## src/rtl/video_axis_pkg.sv

```systemverilog
// Shared types for the video-to-AXI4-Stream bridge: FSM state encoding, FIFO word layout
// and the FIFO address-width helper.
package video_axis_pkg;

    typedef enum logic [1:0] {
        ST_WAIT_VSYNC = 2'd0,
        ST_ACTIVE     = 2'd1,
        ST_DROP       = 2'd2
    } bridge_state_t;

    // Sideband bits carried above the pixel in every FIFO word, most significant first.
    typedef struct packed {
        logic sof;
        logic eol;
    } fifo_tag_t;

    localparam int VID_DATA_WIDTH = 24;

    // Reference layout of one buffered beat at the default RGB888 pixel width.
    typedef struct packed {
        logic                      sof;
        logic                      eol;
        logic [VID_DATA_WIDTH-1:0] data;
    } fifo_word_t;

    function automatic int fifo_addr_width(input int depth);
        return (depth > 1) ? $clog2(depth) : 1;
    endfunction

endpackage

```

## src/rtl/video_sync_fifo.sv

```systemverilog
// First-word-fall-through synchronous FIFO; head entry is visible on rd_data while not empty.
// DEPTH must be a power of two so the pointers wrap naturally.
module video_sync_fifo
    import video_axis_pkg::*;
#(
    parameter int DEPTH = 16,
    parameter int WIDTH = 26
) (
    input  logic             clk,
    input  logic             rst_n,
    input  logic             push,
    input  logic [WIDTH-1:0] wr_data,
    input  logic             pop,
    output logic [WIDTH-1:0] rd_data,
    output logic             full,
    output logic             empty
);
    localparam int AW = fifo_addr_width(DEPTH);
    localparam logic [AW:0] FULL_COUNT = (AW + 1)'(DEPTH);

    logic [WIDTH-1:0] mem [DEPTH];
    logic [AW-1:0]    wr_ptr;
    logic [AW-1:0]    rd_ptr;
    logic [AW:0]      count;
    logic             do_push;
    logic             do_pop;

    assign full    = (count == FULL_COUNT);
    assign empty   = (count == '0);
    assign do_pop  = pop & ~empty;
    // A full FIFO still accepts a write when the head leaves in the same cycle.
    assign do_push = push & (~full | do_pop);
    assign rd_data = mem[rd_ptr];

    always_ff @(posedge clk) begin
        if (do_push) begin
            mem[wr_ptr] <= wr_data;
        end
    end

    always_ff @(posedge clk or negedge rst_n) begin
        if (!rst_n) begin
            wr_ptr <= '0;
            rd_ptr <= '0;
            count  <= '0;
        end else begin
            if (do_push) begin
                wr_ptr <= wr_ptr + 1'b1;
            end
            if (do_pop) begin
                rd_ptr <= rd_ptr + 1'b1;
            end
            case ({do_push, do_pop})
                2'b10:   count <= count + 1'b1;
                2'b01:   count <= count - 1'b1;
                default: count <= count;
            endcase
        end
    end

endmodule

```

## src/rtl/video_to_axis_bridge.sv

```systemverilog
// Parallel video (vsync/de/data) to AXI4-Stream bridge: frame lock FSM, sof/eol tagging, FWFT buffer.
// Define VID_BRIDGE_FMT_CHECK_EN for geometry checking (fmt_err) and release of the lock at frame end.
module video_to_axis_bridge
    import video_axis_pkg::*;
#(
    parameter int WIDTH       = 1920,
    parameter int HEIGHT      = 1080,
    parameter int DATA_WIDTH  = 24,
    parameter int COORD_WIDTH = 16,
    parameter int FIFO_DEPTH  = 16
) (
    input  logic                  clk,
    input  logic                  rst_n,
    input  logic                  vid_vsync,
    input  logic                  vid_hsync,
    input  logic                  vid_de,
    input  logic [DATA_WIDTH-1:0] vid_data,
    output logic [DATA_WIDTH-1:0] m_axis_tdata,
    output logic                  m_axis_tvalid,
    output logic                  m_axis_tlast,
    output logic                  m_axis_tuser,
    input  logic                  m_axis_tready,
    output logic                  overflow,
    output logic                  fmt_err,
    output logic [15:0]           frame_cnt
);
    localparam int WORD_W = DATA_WIDTH + 2;
    localparam logic [COORD_WIDTH-1:0] X_LAST = COORD_WIDTH'(WIDTH - 1);

    typedef struct packed {
        fifo_tag_t             tag;
        logic [DATA_WIDTH-1:0] data;
    } word_t;

    // Stream handshake: a beat moves on a clock edge where tvalid and tready are both high;
    // tvalid comes only from FIFO occupancy, and the payload reads as zero while tvalid is low.

    logic                   r_vsync, r_vsync_d, r_de, r_de_d;
    logic [DATA_WIDTH-1:0]  r_data;
    logic                   vsync_rise, de_fall;
    bridge_state_t          state, state_next;
    logic [COORD_WIDTH-1:0] x, y;
    logic                   sof_pending;
    logic                   p_valid;
    word_t                  p_word;
    word_t                  head_word;
    logic                   fifo_full, fifo_empty, fifo_push, fifo_pop;
    logic                   wr_attempt, push_blocked, stage_pix;
    logic                   overflow_q;
    logic [15:0]            frame_cnt_q;
    logic                   unused_hsync;

    assign unused_hsync = vid_hsync;

    always_ff @(posedge clk or negedge rst_n) begin
        if (!rst_n) begin
            r_vsync   <= 1'b0;
            r_vsync_d <= 1'b0;
            r_de      <= 1'b0;
            r_de_d    <= 1'b0;
            r_data    <= '0;
        end else begin
            r_vsync   <= vid_vsync;
            r_vsync_d <= r_vsync;
            r_de      <= vid_de;
            r_de_d    <= r_de;
            r_data    <= vid_data;
        end
    end

    assign vsync_rise = r_vsync & ~r_vsync_d;
    assign de_fall    = ~r_de & r_de_d;

    // The staged word is written one cycle after it is tagged; a write refused for lack of
    // space breaks the stream, so the FSM drops everything until the next frame.
    assign fifo_pop     = ~fifo_empty & m_axis_tready;
    assign wr_attempt   = p_valid & (state != ST_DROP);
    assign push_blocked = wr_attempt & fifo_full & ~fifo_pop;
    assign fifo_push    = wr_attempt & ~push_blocked;
    assign stage_pix    = (state == ST_ACTIVE) & r_de & ~vsync_rise & ~push_blocked;

    always_ff @(posedge clk or negedge rst_n) begin
        if (!rst_n) begin
            state <= ST_WAIT_VSYNC;
        end else begin
            state <= state_next;
        end
    end

`ifdef VID_BRIDGE_FMT_CHECK_EN
    localparam logic [COORD_WIDTH-1:0] Y_LAST = COORD_WIDTH'(HEIGHT - 1);
    localparam logic [COORD_WIDTH-1:0] Y_END  = COORD_WIDTH'(HEIGHT);

    logic frame_done_pix;
    logic fmt_hit;
    logic fmt_err_q;

    assign frame_done_pix = stage_pix & (x == X_LAST) & (y == Y_LAST);

    // y parks at HEIGHT once a frame completes, which distinguishes trailing pixels from
    // pixels that merely precede the first vsync after reset.
    assign fmt_hit = ((state == ST_ACTIVE) & de_fall & (x != '0))
                   | ((state == ST_ACTIVE) & vsync_rise & (y != Y_END))
                   | ((state == ST_WAIT_VSYNC) & r_de & ~vsync_rise & (y == Y_END));

    always_ff @(posedge clk or negedge rst_n) begin
        if (!rst_n) begin
            fmt_err_q <= 1'b0;
        end else if (fmt_hit) begin
            fmt_err_q <= 1'b1;
        end
    end

    assign fmt_err = fmt_err_q;
`else
    localparam int unused_height = HEIGHT;

    logic frame_done_pix;

    assign frame_done_pix = 1'b0;
    assign fmt_err        = 1'b0;
`endif

    always_comb begin
        state_next = state;
        if (vsync_rise) begin
            state_next = ST_ACTIVE;
        end else if ((state == ST_ACTIVE) && push_blocked) begin
            state_next = ST_DROP;
        end else if (frame_done_pix) begin
            state_next = ST_WAIT_VSYNC;
        end
    end

    always_ff @(posedge clk or negedge rst_n) begin
        if (!rst_n) begin
            x           <= '0;
            y           <= '0;
            sof_pending <= 1'b0;
            frame_cnt_q <= '0;
            p_valid     <= 1'b0;
            p_word      <= '0;
            overflow_q  <= 1'b0;
        end else begin
            p_valid <= stage_pix;
            if (push_blocked) begin
                overflow_q <= 1'b1;
            end
            if (vsync_rise) begin
                x           <= '0;
                y           <= '0;
                sof_pending <= 1'b1;
                frame_cnt_q <= frame_cnt_q + 16'd1;
            end else if (stage_pix) begin
                p_word.tag.sof <= sof_pending;
                p_word.tag.eol <= (x == X_LAST);
                p_word.data    <= r_data;
                sof_pending    <= 1'b0;
                if (x == X_LAST) begin
                    x <= '0;
                    y <= y + 1'b1;
                end else begin
                    x <= x + 1'b1;
                end
            end
        end
    end

    video_sync_fifo #(
        .DEPTH (FIFO_DEPTH),
        .WIDTH (WORD_W)
    ) u_fifo (
        .clk     (clk),
        .rst_n   (rst_n),
        .push    (fifo_push),
        .wr_data (p_word),
        .pop     (fifo_pop),
        .rd_data (head_word),
        .full    (fifo_full),
        .empty   (fifo_empty)
    );

    assign m_axis_tvalid = ~fifo_empty;
    assign m_axis_tdata  = fifo_empty ? '0 : head_word.data;
    assign m_axis_tlast  = ~fifo_empty & head_word.tag.eol;
    assign m_axis_tuser  = ~fifo_empty & head_word.tag.sof;
    assign overflow      = overflow_q;
    assign frame_cnt     = frame_cnt_q;

endmodule

```

## config.mk

```make
export PLATFORM = sky130hd
export DESIGN_NAME = video_to_axis_bridge
export DESIGN_NICKNAME = d
export VERILOG_FILES = /design/src/rtl/video_axis_pkg.sv /design/src/rtl/video_sync_fifo.sv /design/src/rtl/video_to_axis_bridge.sv
export SDC_FILE = /design/constraint.sdc
export NUM_CORES = 1
export LEC_CHECK = 0
export CAP_MARGIN = 5
export CORE_ASPECT_RATIO = 1.2
export CORE_MARGIN = 4
export CORE_UTILIZATION = 55
export CTS_BUF_LIST = sky130_fd_sc_hd__clkbuf_16
export DETAILED_ROUTE_END_ITERATION = 7
export PLACE_DENSITY = 0.71
export RECOVER_POWER = 100
export SETUP_SLACK_MARGIN = 0.05
export SLEW_MARGIN = 20
export SYNTH_ARGS = -nofsm -noshare
export SYNTH_HDL_FRONTEND = slang
export SYNTH_HIERARCHICAL = 1
export SYNTH_SLANG_ARGS = --single-unit
```

## constraint.sdc

```tcl
create_clock -name clk -period 14 [get_ports clk]
set_input_delay 4.2 -clock clk [delete_from_list [all_inputs] [get_ports clk]]
set_output_delay 4.2 -clock clk [all_outputs]
set_load 0.1 [all_outputs]
```

==> qor.yml <==
run_status:
  outcome: "complete, but fails checks"
  violations: "capacitance limit, slew limit"
logic_synthesis:
  ys_types: 60
  synth_compound_area_share_pct: 3.357
  synth_area_leaders: "edfxtp_1 62%, dfrtp_1 13%, mux4_2 12%, nand2_1 2.4%, a22oi_1 1.9%"
  yosysTopAreaCell: "edfxtp_1"
  yosysWarningCount: 6
  syn_inst: 1093
  async_flop_share_pct: 19.85
  avgSynthCellArea_um2: 18.45
  synth_xor_area_share_pct: 1.303
  synth_ff_type: "edfxtp_1"
  synth_adder_area_share_pct: 0.7197
  synth_edf_count: 416
  synth_nets: 1134
  synth_top_family_by_area: "multiplexers"
  synth_simple_gate_area_share_pct: 6.434
  synth_area_um2: 20170
  ys_seq_elements: 519
  synthMuxAreaShare_pct: 11.88
  netlist.area_leader.share_pct: 61.95
  yosysSeqAreaShare_pct: 74.73
floorplanning:
  start_util_pct: 55.95
  die_area_um2: 39800
  core_um2: 36040
  rows: 76
  dieWidth_um: 182.8
  die_h_um: 217.8
  ios: 75
critical_path:
  crit_arrival_ns: 6.67
  end_kind: "primary output"
  critPathKind: "reg -> out"
  worstPathMaxFanout: 38
  required_ns: 9.80
  crit_path_start_kind: "register"
route:
  vias: 10180
  vias_per_cell: 5.992
  ant_nets: 0
  wl_met1_mm: 16.18
  drt_iter0_drc: 751
  wl_per_cell_um: 24.14
  firstDrtPassIters: 5
  wl_met2_mm: 21.50
  route.met3.wl_mm: 2.483
  routed_wl_mm: 40.99
  drc: 0
  highest_layer: "met4"
timing:
  setup_violations: 0
  drv_slew: 492
  maxSlewHeadroom_pct: -147.5
  fin_crit_sh_pct: 77.68
  setup_ws_ns: 3.125
  rsz0062_at_grt: "no"
  setup-tns-final_ns: 0
  fmax_mhz: 91.95
  finalHoldViolCount: 0
  tightestPinTransition_ns: 3.713
  period_needed_ns: 10.87
  fin_worst_skew_ns: 0.01896
clock_network:
  clkLatencyLatePin_ns: 0.56
  clock_sinks: 519
  cts_tree: "yes"
  cts-resized-gates: 0
  clk_pin_slew_worst_paths_ns: 0.06
  postCtsHoldBufs: 0
  numCtsBuffers: 49
  cts_setup_buffers: 0
  cts-root-buf: "clkbuf_16"
  htreeDepth: 2
  cts_buffer_depth: 3
flow_run:
  timing.max_cap.violations: 19
grt:
  grt_usage_pct: 21.19
  grt_pass1_wl_mm: 63.38
  grt_pass1_vias: 10680
  grt_max_degree: 66
  grt_overflow: 0
  grt_antenna_before_repair: 0
place:
  port-buffer-count: 72
  dpl_worst_slack_ns: 5.211
  gp_congestion: 0.7639
  dpl.hpwl_mm: 22.39
power:
  power.total_w: 0.005287
  p_per_area_nw_per_um2: 230.4
  ir_drop_mv: 0.1830
  p_leak_nw: 8.072
finish:
  n_antenna_cell: 0
  layout-drive-gt1-share_pct: 15.77
  nNetsFinal: 1230
  fillCellCount: 2499
  area_growth_pct: 13.81
hold_path:
  hp-class: "reg -> reg"
[cell usage in the layout (no fill, tap or decap), drive strengths merged, types with 19 or more instances in the layout]
cell type,instances
edfxtp,416
nor2,31
clkbuf,71
nand2,130
a22oi,52
mux4,104
clkinv,20
dfrtp,103
dlygate4sd3,68
nor2b,33
inv,22
nand3,20
xnor2,19
[where the power goes]
| group | total (W) | switching (W) | internal [W] |
|---|---|---|---|
| combinational | 0.00183 | 0.00123 | 0.000598 |
| sequential | 0.00214 | 0.000206 | 0.00193 |
| clock | 0.00132 | 0.000551 | 0.000771 |
[area by class of cell]
cell class,count,area (um2),share of cell area (%)
Sequential cell,519,15080,65.70
Clock buffer,51,1276,5.561
Timing Repair Buffer,98,838.3,3.653
Tap cell,468,585.6,2.552
Inverter,10,37.54,0.1636
Clock inverter,41,347.8,1.516
Multi-Input combinational cell,511,4787,20.86
[flip-flops by register name, summed over array words and instances, names as in the netlist]
| name | count |
|---|---|
| r_vsync | 1 |
| u_fifo/wr_ptr | 4 |
| p_valid | 1 |
| sof_pending | 1 |
| u_fifo/rd_ptr | 4 |
| r_de | 1 |
| r_vsync_d | 1 |
| state | 2 |
| overflow | 1 |
| u_fifo/count | 5 |
| r_data | 24 |
| p_word | 26 |
| frame_cnt | 16 |
| u_fifo/mem | 416 |
| x | 16 |
[metrics by stage]
stage                     cells  instance area, um2  hold WS (ns)  utilization [%]
after global placement     1596               21450        0.3807            59.51
after global routing       1698               22950        0.4142            63.68
final                      1698               22950        0.3979            63.68
after detailed placement   1603               21640        0.3828            60.04
after floorplan            1093               20170        0.3677                -
after CTS                  1695               23260        0.4039            64.55
[synthesized netlist by cell type, types with 2 or more instances]
library cell / count
buf_4: 2
nor2b_1: 32
nand4_1: 8
xor2_1: 11
a21o_1: 3
edfxtp_1: 416
nor3_1: 6
nand2b_1: 8
buf_2: 14
buf_1: 4
a31oi_1: 5
and4_4: 2
o21ai_0: 6
nor2_1: 31
buf_6: 7
o31ai_1: 2
dfrtp_1: 103
inv_1: 9
mux4_2: 104
and4_1: 5
nand2_1: 130
a32o_1: 2
and3_1: 4
a21oi_1: 7
nand3_1: 20
nand3b_1: 2
xnor2_1: 19
nor3b_1: 2
a22oi_1: 52
ha_1: 10
mux2i_1: 2
clkbuf_1: 26
o211ai_1: 5
and2_1: 7
mux2_2: 2
[routing by layer]
metal  global-route usage, %  vias up
met2                   36.78      326
met1                   28.56     5306
met4                   5.266        0
met5                       0        -
met3                   3.387       64
li1                        -     4479
[cell families (layout without fill, tap and decap cells)]
| family | after synthesis | after routing |
|---|---|---|
| compound gates | 93 | 93 |
| xor+xnor | 30 | 30 |
| fa+ha+maj | 11 | 11 |
| buf+inv | 63 | 200 |
| flops | 519 | 519 |
| mux | 109 | 109 |
| other cells | 1 | 1 |
| simple gates | 267 | 267 |
[path summary, 6_finish.rpt]
path / start / endpoint / slack, ns / cells after the start
worst max-delay path: u_fifo/rd_ptr[0]$_DFFE_PN0N_ / m_axis_tuser / 3.13 / 7
worst min-delay path: r_vsync$_DFF_PN0_ / r_vsync_d$_DFF_PN0_ / 0.40 / 0
worst max register to register: u_fifo/count[1]$_DFFE_PN0P_ / u_fifo/mem[1][24]$_DFFE_PP_ / 8.45 / 10
worst min register to register: r_vsync$_DFF_PN0_ / r_vsync_d$_DFF_PN0_ / 0.40 / 0
max in group asynchronous: rst_n / p_word[16]$_DFFE_PN0P_ / 5.03 / 2
min in group asynchronous: rst_n / r_data[0]$_DFF_PN0_ / 4.43 / 1
[critical path, stage by stage, from the launching register on]
cell and delay [ns]:
dfrtp_4 0.87, clkbuf_1 2.21, buf_4 0.91, mux4_2 0.59
a22oi_1 0.23, nand2_1 0.15, nor2b_1 0.15, dlygate4sd3_1 0.94
No activity file was read; power rests on OpenSTA's default activity.
